$ cat src/rtl/gf2_pkg.sv
// Shared types and widths for the GF(2) divider scheduler.
//   DIVIDEND_W / DIVISOR_W : operand widths presented to the divider
//   QUOT_W / REM_W         : meaningful quotient / remainder bits returned
//   ID_W                   : requester index width (up to 8 requesters)
package gf2_pkg;

    localparam int unsigned DIVIDEND_W = 64;
    localparam int unsigned DIVISOR_W  = 25;
    localparam int unsigned QUOT_W     = 40;
    localparam int unsigned REM_W      = 24;
    localparam int unsigned ID_W       = 3;

    typedef enum logic [2:0] {
        IDLE,
        START,
        WAIT,
        RECOVER,
        RESP
    } sched_state_t;

    // Response payload held stable while rsp_valid is high.
    typedef struct packed {
        logic [ID_W-1:0]   id;
        logic              error;
        logic [QUOT_W-1:0] quotient;
        logic [REM_W-1:0]  remainder;
    } rsp_t;

endpackage

$ cat src/rtl/gf2_rr_arb.sv
// Round-robin arbiter: picks the first asserted request at or after ptr.
//   req   : per-requester request vector
//   ptr   : index with highest priority this cycle (must be < N_REQ)
//   grant : one-hot grant, zero when nothing requests
//   idx   : binary index of the granted requester
//   any   : at least one request is asserted
module gf2_rr_arb
    import gf2_pkg::*;
#(
    parameter int unsigned N_REQ = 2
) (
    input  logic [N_REQ-1:0] req,
    input  logic [ID_W-1:0]  ptr,
    output logic [N_REQ-1:0] grant,
    output logic [ID_W-1:0]  idx,
    output logic             any
);

    int unsigned      cand;
    logic [N_REQ-1:0] rot;

    // Walk the requesters starting at ptr, wrapping once; first hit wins.
    always_comb begin
        grant = '0;
        idx   = '0;
        any   = 1'b0;
        cand  = 0;
        rot   = '0;
        for (int unsigned off = 0; off < N_REQ; off++) begin
            cand = 32'(ptr) + off;
            if (cand >= N_REQ) begin
                cand = cand - N_REQ;
            end
            rot = req >> cand;
            if (!any && rot[0]) begin
                any   = 1'b1;
                idx   = ID_W'(cand);
                grant = N_REQ'(1) << cand;
            end
        end
    end

endmodule

$ cat src/rtl/gf2_div_scheduler.sv
// Shares one GF(2) polynomial divider between N_REQ requesters.
//   req_*  : per-requester valid / combinational one-hot ready / flattened operands
//   rsp_*  : response (id, quotient, remainder, error) held until rsp_ready
//   div_*  : divider interface (start pulse, active-low reset, operands, results)
// A job with divisor bit 24 clear is answered with an error without touching the
// divider; a divider that never finishes is reset by the watchdog and answered
// with an error.
module gf2_div_scheduler
    import gf2_pkg::*;
#(
    parameter int unsigned N_REQ   = 2,
    parameter int unsigned TIMEOUT = 64
) (
    input  logic                          clk,
    input  logic                          reset,
    input  logic [N_REQ-1:0]              req_valid,
    output logic [N_REQ-1:0]              req_ready,
    input  logic [N_REQ*DIVIDEND_W-1:0]   req_divident,
    input  logic [N_REQ*DIVISOR_W-1:0]    req_divisor,
    output logic                          rsp_valid,
    input  logic                          rsp_ready,
    output logic [ID_W-1:0]               rsp_id,
    output logic [QUOT_W-1:0]             rsp_quotient,
    output logic [REM_W-1:0]              rsp_remainder,
    output logic                          rsp_error,
    output logic                          div_start,
    output logic                          div_resetN,
    output logic [DIVIDEND_W-1:0]         div_divident,
    output logic [DIVISOR_W-1:0]          div_divisor,
    input  logic                          div_finish,
    input  logic [DIVIDEND_W-1:0]         div_quotient,
    input  logic [DIVIDEND_W-1:0]         div_reminder
);

    localparam int unsigned CNT_W = (TIMEOUT > 1) ? $clog2(TIMEOUT) : 1;

    sched_state_t        state;
    logic [ID_W-1:0]     rr_ptr;
    logic [CNT_W-1:0]    wd_cnt;
    rsp_t                rsp_q;

    logic [N_REQ-1:0]      grant;
    logic [ID_W-1:0]       gnt_idx;
    logic                  gnt_any;
    logic [DIVIDEND_W-1:0] sel_dividend;
    logic [DIVISOR_W-1:0]  sel_divisor;

    // Upper divider result bits carry no information for a degree-24 divisor.
    logic unused_bits;
    assign unused_bits = ^{div_quotient[DIVIDEND_W-1:QUOT_W], div_reminder[DIVIDEND_W-1:REM_W]};

    gf2_rr_arb #(
        .N_REQ (N_REQ)
    ) u_arb (
        .req   (req_valid),
        .ptr   (rr_ptr),
        .grant (grant),
        .idx   (gnt_idx),
        .any   (gnt_any)
    );

    // Grant is only offered while idle, so at most one job is ever in flight.
    assign req_ready = (state == IDLE && !reset) ? grant : '0;

    // Operand mux for the granted slot.
    assign sel_dividend = DIVIDEND_W'(req_divident >> (32'(gnt_idx) * DIVIDEND_W));
    assign sel_divisor  = DIVISOR_W'(req_divisor >> (32'(gnt_idx) * DIVISOR_W));

    assign rsp_id        = rsp_q.id;
    assign rsp_error     = rsp_q.error;
    assign rsp_quotient  = rsp_q.quotient;
    assign rsp_remainder = rsp_q.remainder;

    // Scheduler FSM with registered outputs.
    always_ff @(posedge clk) begin
        if (reset) begin
            state        <= IDLE;
            rr_ptr       <= '0;
            wd_cnt       <= '0;
            rsp_q        <= '0;
            rsp_valid    <= 1'b0;
            div_start    <= 1'b0;
            div_resetN   <= 1'b0;
            div_divident <= '0;
            div_divisor  <= '0;
        end else begin
            div_start  <= 1'b0;
            div_resetN <= 1'b1;
            unique case (state)
                IDLE: begin
                    if (gnt_any) begin
                        div_divident <= sel_dividend;
                        div_divisor  <= sel_divisor;
                        rsp_q.id     <= gnt_idx;
                        rr_ptr       <= (32'(gnt_idx) + 32'd1 >= N_REQ) ? '0 : gnt_idx + ID_W'(1);
                        // Without the leading term the divisor is not degree 24.
                        if (!sel_divisor[DIVISOR_W-1]) begin
                            state           <= RESP;
                            rsp_valid       <= 1'b1;
                            rsp_q.error     <= 1'b1;
                            rsp_q.quotient  <= '0;
                            rsp_q.remainder <= '0;
                        end else begin
                            state     <= START;
                            div_start <= 1'b1;
                        end
                    end
                end
                START: begin
                    // div_finish is still high from the idle divider here.
                    state  <= WAIT;
                    wd_cnt <= '0;
                end
                WAIT: begin
                    // Finish takes priority over an expiring watchdog.
                    if (div_finish) begin
                        state           <= RESP;
                        rsp_valid       <= 1'b1;
                        rsp_q.error     <= 1'b0;
                        rsp_q.quotient  <= div_quotient[QUOT_W-1:0];
                        rsp_q.remainder <= div_reminder[REM_W-1:0];
                    end else if (wd_cnt == CNT_W'(TIMEOUT - 1)) begin
                        state      <= RECOVER;
                        div_resetN <= 1'b0;
                    end else begin
                        wd_cnt <= wd_cnt + CNT_W'(1);
                    end
                end
                RECOVER: begin
                    state           <= RESP;
                    rsp_valid       <= 1'b1;
                    rsp_q.error     <= 1'b1;
                    rsp_q.quotient  <= '0;
                    rsp_q.remainder <= '0;
                end
                RESP: begin
                    if (rsp_ready) begin
                        state     <= IDLE;
                        rsp_valid <= 1'b0;
                    end
                end
                default: state <= IDLE;
            endcase
        end
    end

endmodule
$ cat config.mk
export PLATFORM = sky130hd
export DESIGN_NAME = gf2_div_scheduler
export DESIGN_NICKNAME = d
export VERILOG_FILES = /design/src/rtl/gf2_pkg.sv /design/src/rtl/gf2_rr_arb.sv /design/src/rtl/gf2_div_scheduler.sv
export SDC_FILE = /design/constraint.sdc
export NUM_CORES = 1
export LEC_CHECK = 0
export CAP_MARGIN = 30
export CORE_AREA = 10 10 176 178
export CTS_CLUSTER_SIZE = 10
export DETAILED_ROUTE_END_ITERATION = 16
export DIE_AREA = 0 0 186 188
export PLACE_DENSITY = 0.73
export RECOVER_POWER = 50
export SYNTH_ARGS = -nofsm -noshare
export SYNTH_HDL_FRONTEND = slang
export SYNTH_SLANG_ARGS = --single-unit
$ cat constraint.sdc
create_clock -name clk -period 3 [get_ports clk]
set_clock_uncertainty 0.15 [all_clocks]
set_input_delay 0.3 -clock clk [delete_from_list [all_inputs] [get_ports clk]]
set_output_delay 0.3 -clock clk [all_outputs]
set_load 0.1 [all_outputs]
# After elaboration in Yosys (flattened, before gate mapping)
# Index checks and enable logic that the tools add are counted.
[classes]
n_addsub = 6
mul = 1
n_div = 0
n_lt_le_gt_ge = 3
n_eq_ne = 12
shift = 6
mux = 32
n_bitwise = 2
n_reduce_logical = 14
[op_table]
columns = ["operator", "n"]
rows = [
  ["$mux W65", 3],
  ["$pmux W65 S3", 1],
  ["$shr A128 B9 Y64", 1],
  ["$mux W32", 2],
  ["$shl A1 B32 Y2 const A", 2],
  ["$shr A2 B32 Y1", 2],
  ["$shr A50 B8 Y25", 1],
  ["$ge A32 B2 Y1 const B", 1],
  ["$sub A32 B2 Y32 const B", 1],
  ["$mux W3", 8],
  ["$pmux W3 S5", 1],
  ["$mux W6", 2],
  ["$ne A2 B2 Y1 const B", 6],
  ["$pmux W6 S2", 1],
  ["$mux W1", 10],
  ["$add A3 B1 Y4 const B", 2],
  ["$mul A3 B5 Y8 const B", 1],
  ["$add A6 B1 Y6 const B", 1],
  ["$eq A3 B2 Y1 const B", 2],
  ["$eq A6 B6 Y1 const B", 1],
  ["$mux W2", 3],
  ["$reduce_and A3 Y1", 2],
  ["$reduce_and A5 Y1", 1],
  ["$ge A4 B2 Y1 const B", 1],
  ["17 further kinds", 20],
]
[word_totals]
ff_bits = 172
latch_bits = 0
ramBits = 0
mem_bits_ro = 0
in_bits = 312
output_inout_bits = 162
n_memories = 0

# Logic depth before layout (Yosys ltp)
[depth]
depth_word = 12
mapped_depth = 14
mapped_depth_nobuf = 13

# Cells and area by module
# From an unflattened synthesis, not the netlist that was laid out.
[hier_totals]
cells_unflattened = 773
hier_area_um2 = 7264.5
[modules_own_cells]
columns = ["mod", "n_inst", "cells_each", "area_per_inst_um2", "seq_area_each_um2"]
rows = [
  ["gf2_div_scheduler", 1, 742, 7053.0, 3443.3],
  ["gf2_rr_arb", 1, 31, 211.5, 0.0],
]

# Least setup slack after synthesis
# No wires, ideal clock.
[synth_timing]
kind = "reg-to-output"
startpoint = "register rr_ptr[1]"
endpoint = "output req_ready[1]"
arrival_ps = 3811
t_required_ps = 2550
setup_slack_ps = -1261
path_stages_with_launch = 13
n_path_buf = 1
cell_sequence = "dfxtp_1 inv_1 ha_1 ha_1 ha_1 inv_1 a211o_1 a2111oi_4 a21oi_1 inv_2 clkbuf_1 nand2_1 nor2_1"
[synth_between]
elab_chain_cells = 8
word_cells_on_any_way = 17
[synth_lines]
columns = ["element", "line_no", "source"]
rows = [
  ["start: declaration", "gf2_div_scheduler.sv:38", "logic [ID_W-1:0] rr_ptr;"],
  ["start signal: assignment", "gf2_div_scheduler.sv:95", "rr_ptr <= (32'(gnt_idx) + 32'd1 >= N_REQ) ? '0 : gnt_idx + ID_W'(1);"],
  ["parallel branches: the longest is 6 deep, another holds $sub A32 B2 Y32", "-", ""],
  ["$mux W2 *", "gf2_rr_arb.sv:35", "if (!any && rot[0]) begin"],
  ["$mux W2 *", "gf2_div_scheduler.sv:63", "assign req_ready = (state == IDLE && !reset) ? grant : '0;"],
  ["end: declaration", "gf2_div_scheduler.sv:17", "output logic [N_REQ-1:0] req_ready,"],
]
# Mark *: on every way between the ends.

# Final worst setup path
[layout_timing]
startpoint = "register rr_ptr[0]"
endpoint = "output req_ready[0]"
# The elaborated chain is that of the path after synthesis.

==> impl_metrics.yaml <==
clock_tree:
  cts_sinks: 172
  tritoncts: "yes"
  insertion_delay_ns: 0.43
  htreeDepth: 4
  cts_buffers: 17
  cts_buffer_depth: 2
  clk_pin_slew_ns: 0.08
  root_buffer: "clkbuf_16"
sta:
  hold_viol_final: 0
  slew_headroom: 0.176
  rsz0062_at_grt: "yes"
  max_slew.worst_pin.slew_ns: 1.24
  final.setup.worst_slack_ns: -0.237
  finalSetupViolCount: 68
  finalCriticalPeriod_ns: 3.24
  slew_viol_final: 0
  setup_tns_ns: -7.38
  fmax_mhz: 309
  fin_crit_sh: 1.08
synth:
  synthSimpleGateAreaFrac: 0.145
  synth_nets: 1104
  yosysTopAreaCell: "dfxtp_1"
  yosys.cell_types.count: 43
  synth_compound_area_frac: 0.276
  synth_warnings: 0
  synth_top_family_by_area: "compound AO/OA/AOI/OAI gates"
  synthTopCellsByArea: "dfxtp_1 51%, nand2_1 10%, a32o_1 9.6%"
  synth-adder-area-share: 0.0129
  avgSynthCellArea_um2: 8.67
  async_flop_share: 0
  ys_ff_latch: 172
  ys_seq_area_frac: 0.506
  yosysMostFrequentCell: "nand2_1"
  netlist_area_um2: 6810
  synthTopCellsByCount: "182 x nand2_1, 172 x dfxtp_1, 92 x o21ai_0"
  synth-xor-area-share: 0.00772
  synth_edf_count: 0
  synthMuxAreaShare: 0
  synth_top_area_share: 0.506
  synth_ff_type: "dfxtp_1"
  synth_cells: 785
setup_path:
  path_cells: "ha_4, xnor2_4, ha_4, ha_4, inv_2, a211o_1, a2111oi_4, buf_4, a21oi_4, buf_6, and3_4, buf_12"
  cp.required_ns: 2.55
  cpPeakStageDelay_ns: 0.37
  cp.arrival_ns: 2.79
  r2r_cells: 14
  crit_path_start_kind: "register"
  crit_fanout: 3
  critPathCaptureType: "primary output"
  critPathMostFrequentCell: "ha_4"
  path_class: "register to primary output"
  crit_slowest_cell: "dfxtp_4"
die:
  io_pins: 474
  core_um2: 27500
  die-area_um2: 35000
  initial_core_util: 0.248
  die_h_um: 188
  num_rows: 61
  die-width_um: 186
finish:
  nets: 1543
  drive_gt1_frac: 0.226
  stdcell_area_um2: 12700
  multi_input_area_um2: 3430
  syn_to_final_growth_pct: 86.1
  num_antenna_cells: 0
  seq_area_um2: 3450
  fin_util: 0.461
  fillers: 2638
grt:
  grt_pass1_wl_mm: 43.2
  grt_util_all_layers: 0.156
  grt_max_degree: 90
  grt_pass1_vias: 7575
  overflow: 0
  antenna_found_initial: 1
power:
  combinationalPowerShare: 0.686
  ir_drop_uv: 674
  power_frac_seq: 0.185
  finalPower_mw: 17.0
  leakagePower_nw: 5.05
  switchingPower_mw: 8.84
  power_density_nw_per_um2: 1340
  netSwitchingFraction: 0.520
  p_int_mw: 8.17
  p_clk_frac: 0.129
routing:
  first_pass_iters: 4
  routed_wl_mm: 31.4
  post_drt_wl_per_cell_um: 19.8
  ant_nets: 0
  drc: 0
  first_iter_violations: 424
  routed_via_density: 4.92
  vias: 7794
hold_path:
  hold_class: "primary input to register"
  worstHoldPathCells: 3
placement:
  hpwl_mm: 20.7
  placed_area_um2: 11200
  port_buffers: 409
  gp_congestion: 0.814
run:
  maxCapViolCount: 0
status:
  failed_checks: "setup timing"
  outcome: "complete, but fails checks"
-- stage by stage --
step / hold WS (ns) / setup slack (ns) / cells
2_1_floorplan: 0.276 / -0.152 / 785
3_3_place_gp: 0.283 / -0.000709 / 1510
3_5_place_dp: 0.296 / -0.0162 / 1510
4_1_cts: 0.246 / -0.306 / 1559
5_1_grt: 0.256 / -0.337 / 1583
6_report: 0.270 / -0.237 / 1583
-- registers in the layout, summed over array words and instances (netlist names) --
signal,count
div_divisor,25
div_start,1
rsp_error,1
div_resetN,1
rsp_remainder,24
rr_ptr,3
rsp_quotient,40
rsp_id,3
state,3
wd_cnt,6
div_divident,64
rsp_valid,1
-- worst max-delay path, delay by kind of cell, from the launching register on --
family	cells	cell delay [ns]
compound gates	3	0.59
xor+xnor	1	0.13
fa+ha+maj	3	0.61
buf+inv	4	0.48
flops	1	0.37
simple gates	1	0.18
-- layer usage --
layer	global-route usage	wire length, um	vias up	part of all wire
met4	0.0580	738	2	0.024
li1	-	-	3736	-
met3	0.0692	3060	39	0.098
met1	0.166	12100	3694	0.39
met2	0.264	15400	323	0.49
met5	0	13	-	0.00041
-- area by class of cell --
type / instances / share of cell area
tap: 346 / 0.0342
multi-input combinational: 529 / 0.270
clock buffer: 17 / 0.0336
sequential: 172 / 0.272
clock inverter: 15 / 0.0123
timing repair buffer: 495 / 0.374
inverter: 9 / 0.00306
-- power groups by stage --
stage               logic, mW  clock network [mW]  registers (mW)
finish                   11.7                2.20            3.14
global placement         8.89                   0            3.16
global route             12.2                2.35            3.21
floorplan                2.77                   0            6.70
detailed placement       8.94                   0            3.18
CTS                      10.2                2.27            3.15
-- kinds of logic (layout without fill, tap and decap cells) --
group,count (synthesis),after routing
adder cells (fa/ha/maj),7,7
buffers and inverters,84,536
AND/OR/NAND/NOR,240,240
other,2,2
flip-flops,172,172
XOR/XNOR,6,6
AO/OA/AOI/OAI,274,274
-- repair_timing --
| item | CTS | global route |
|---|---|---|
| setup buffers | 9 | 11 |
| resized for setup | 19 | 131 |
| hold buffers | 0 | 0 |
| pin swaps | 6 | 144 |
| endpoints found under the setup margin | 72 | 153 |
| cloned | 8 | 14 |
-- worst paths after layout --
path,startpoint,slack (ns),endpoint
setup / recovery,rr_ptr[0],-0.24,req_ready[0]
hold / removal,req_divisor[14],0.27,div_divisor[14]
setup reg to reg,rr_ptr[0],-0.19,rsp_remainder[7]
hold reg to reg,rsp_error,0.30,rsp_error
-- cell usage in the layout (no fill, tap or decap), types with 3 or more instances in the layout --
cell type,instances
clkbuf_16,30
nand2_2,49
and2_1,4
inv_8,4
buf_8,10
clkinv_8,3
a32o_1,64
o21ai_0,91
clkbuf_1,94
clkdlybuf4s50_1,247
nand2b_1,6
buf_12,16
inv_1,5
nor2_1,17
clkinvlp_4,3
a21oi_1,9
buf_6,11
nor3_1,6
buf_4,94
ha_4,5
nand3_1,7
nand4_1,3
xor2_1,4
buf_16,8
nand2_1,114
a31oi_1,89
dfxtp_1,170
nand2_4,19
Power figures use the tool's default switching activity.
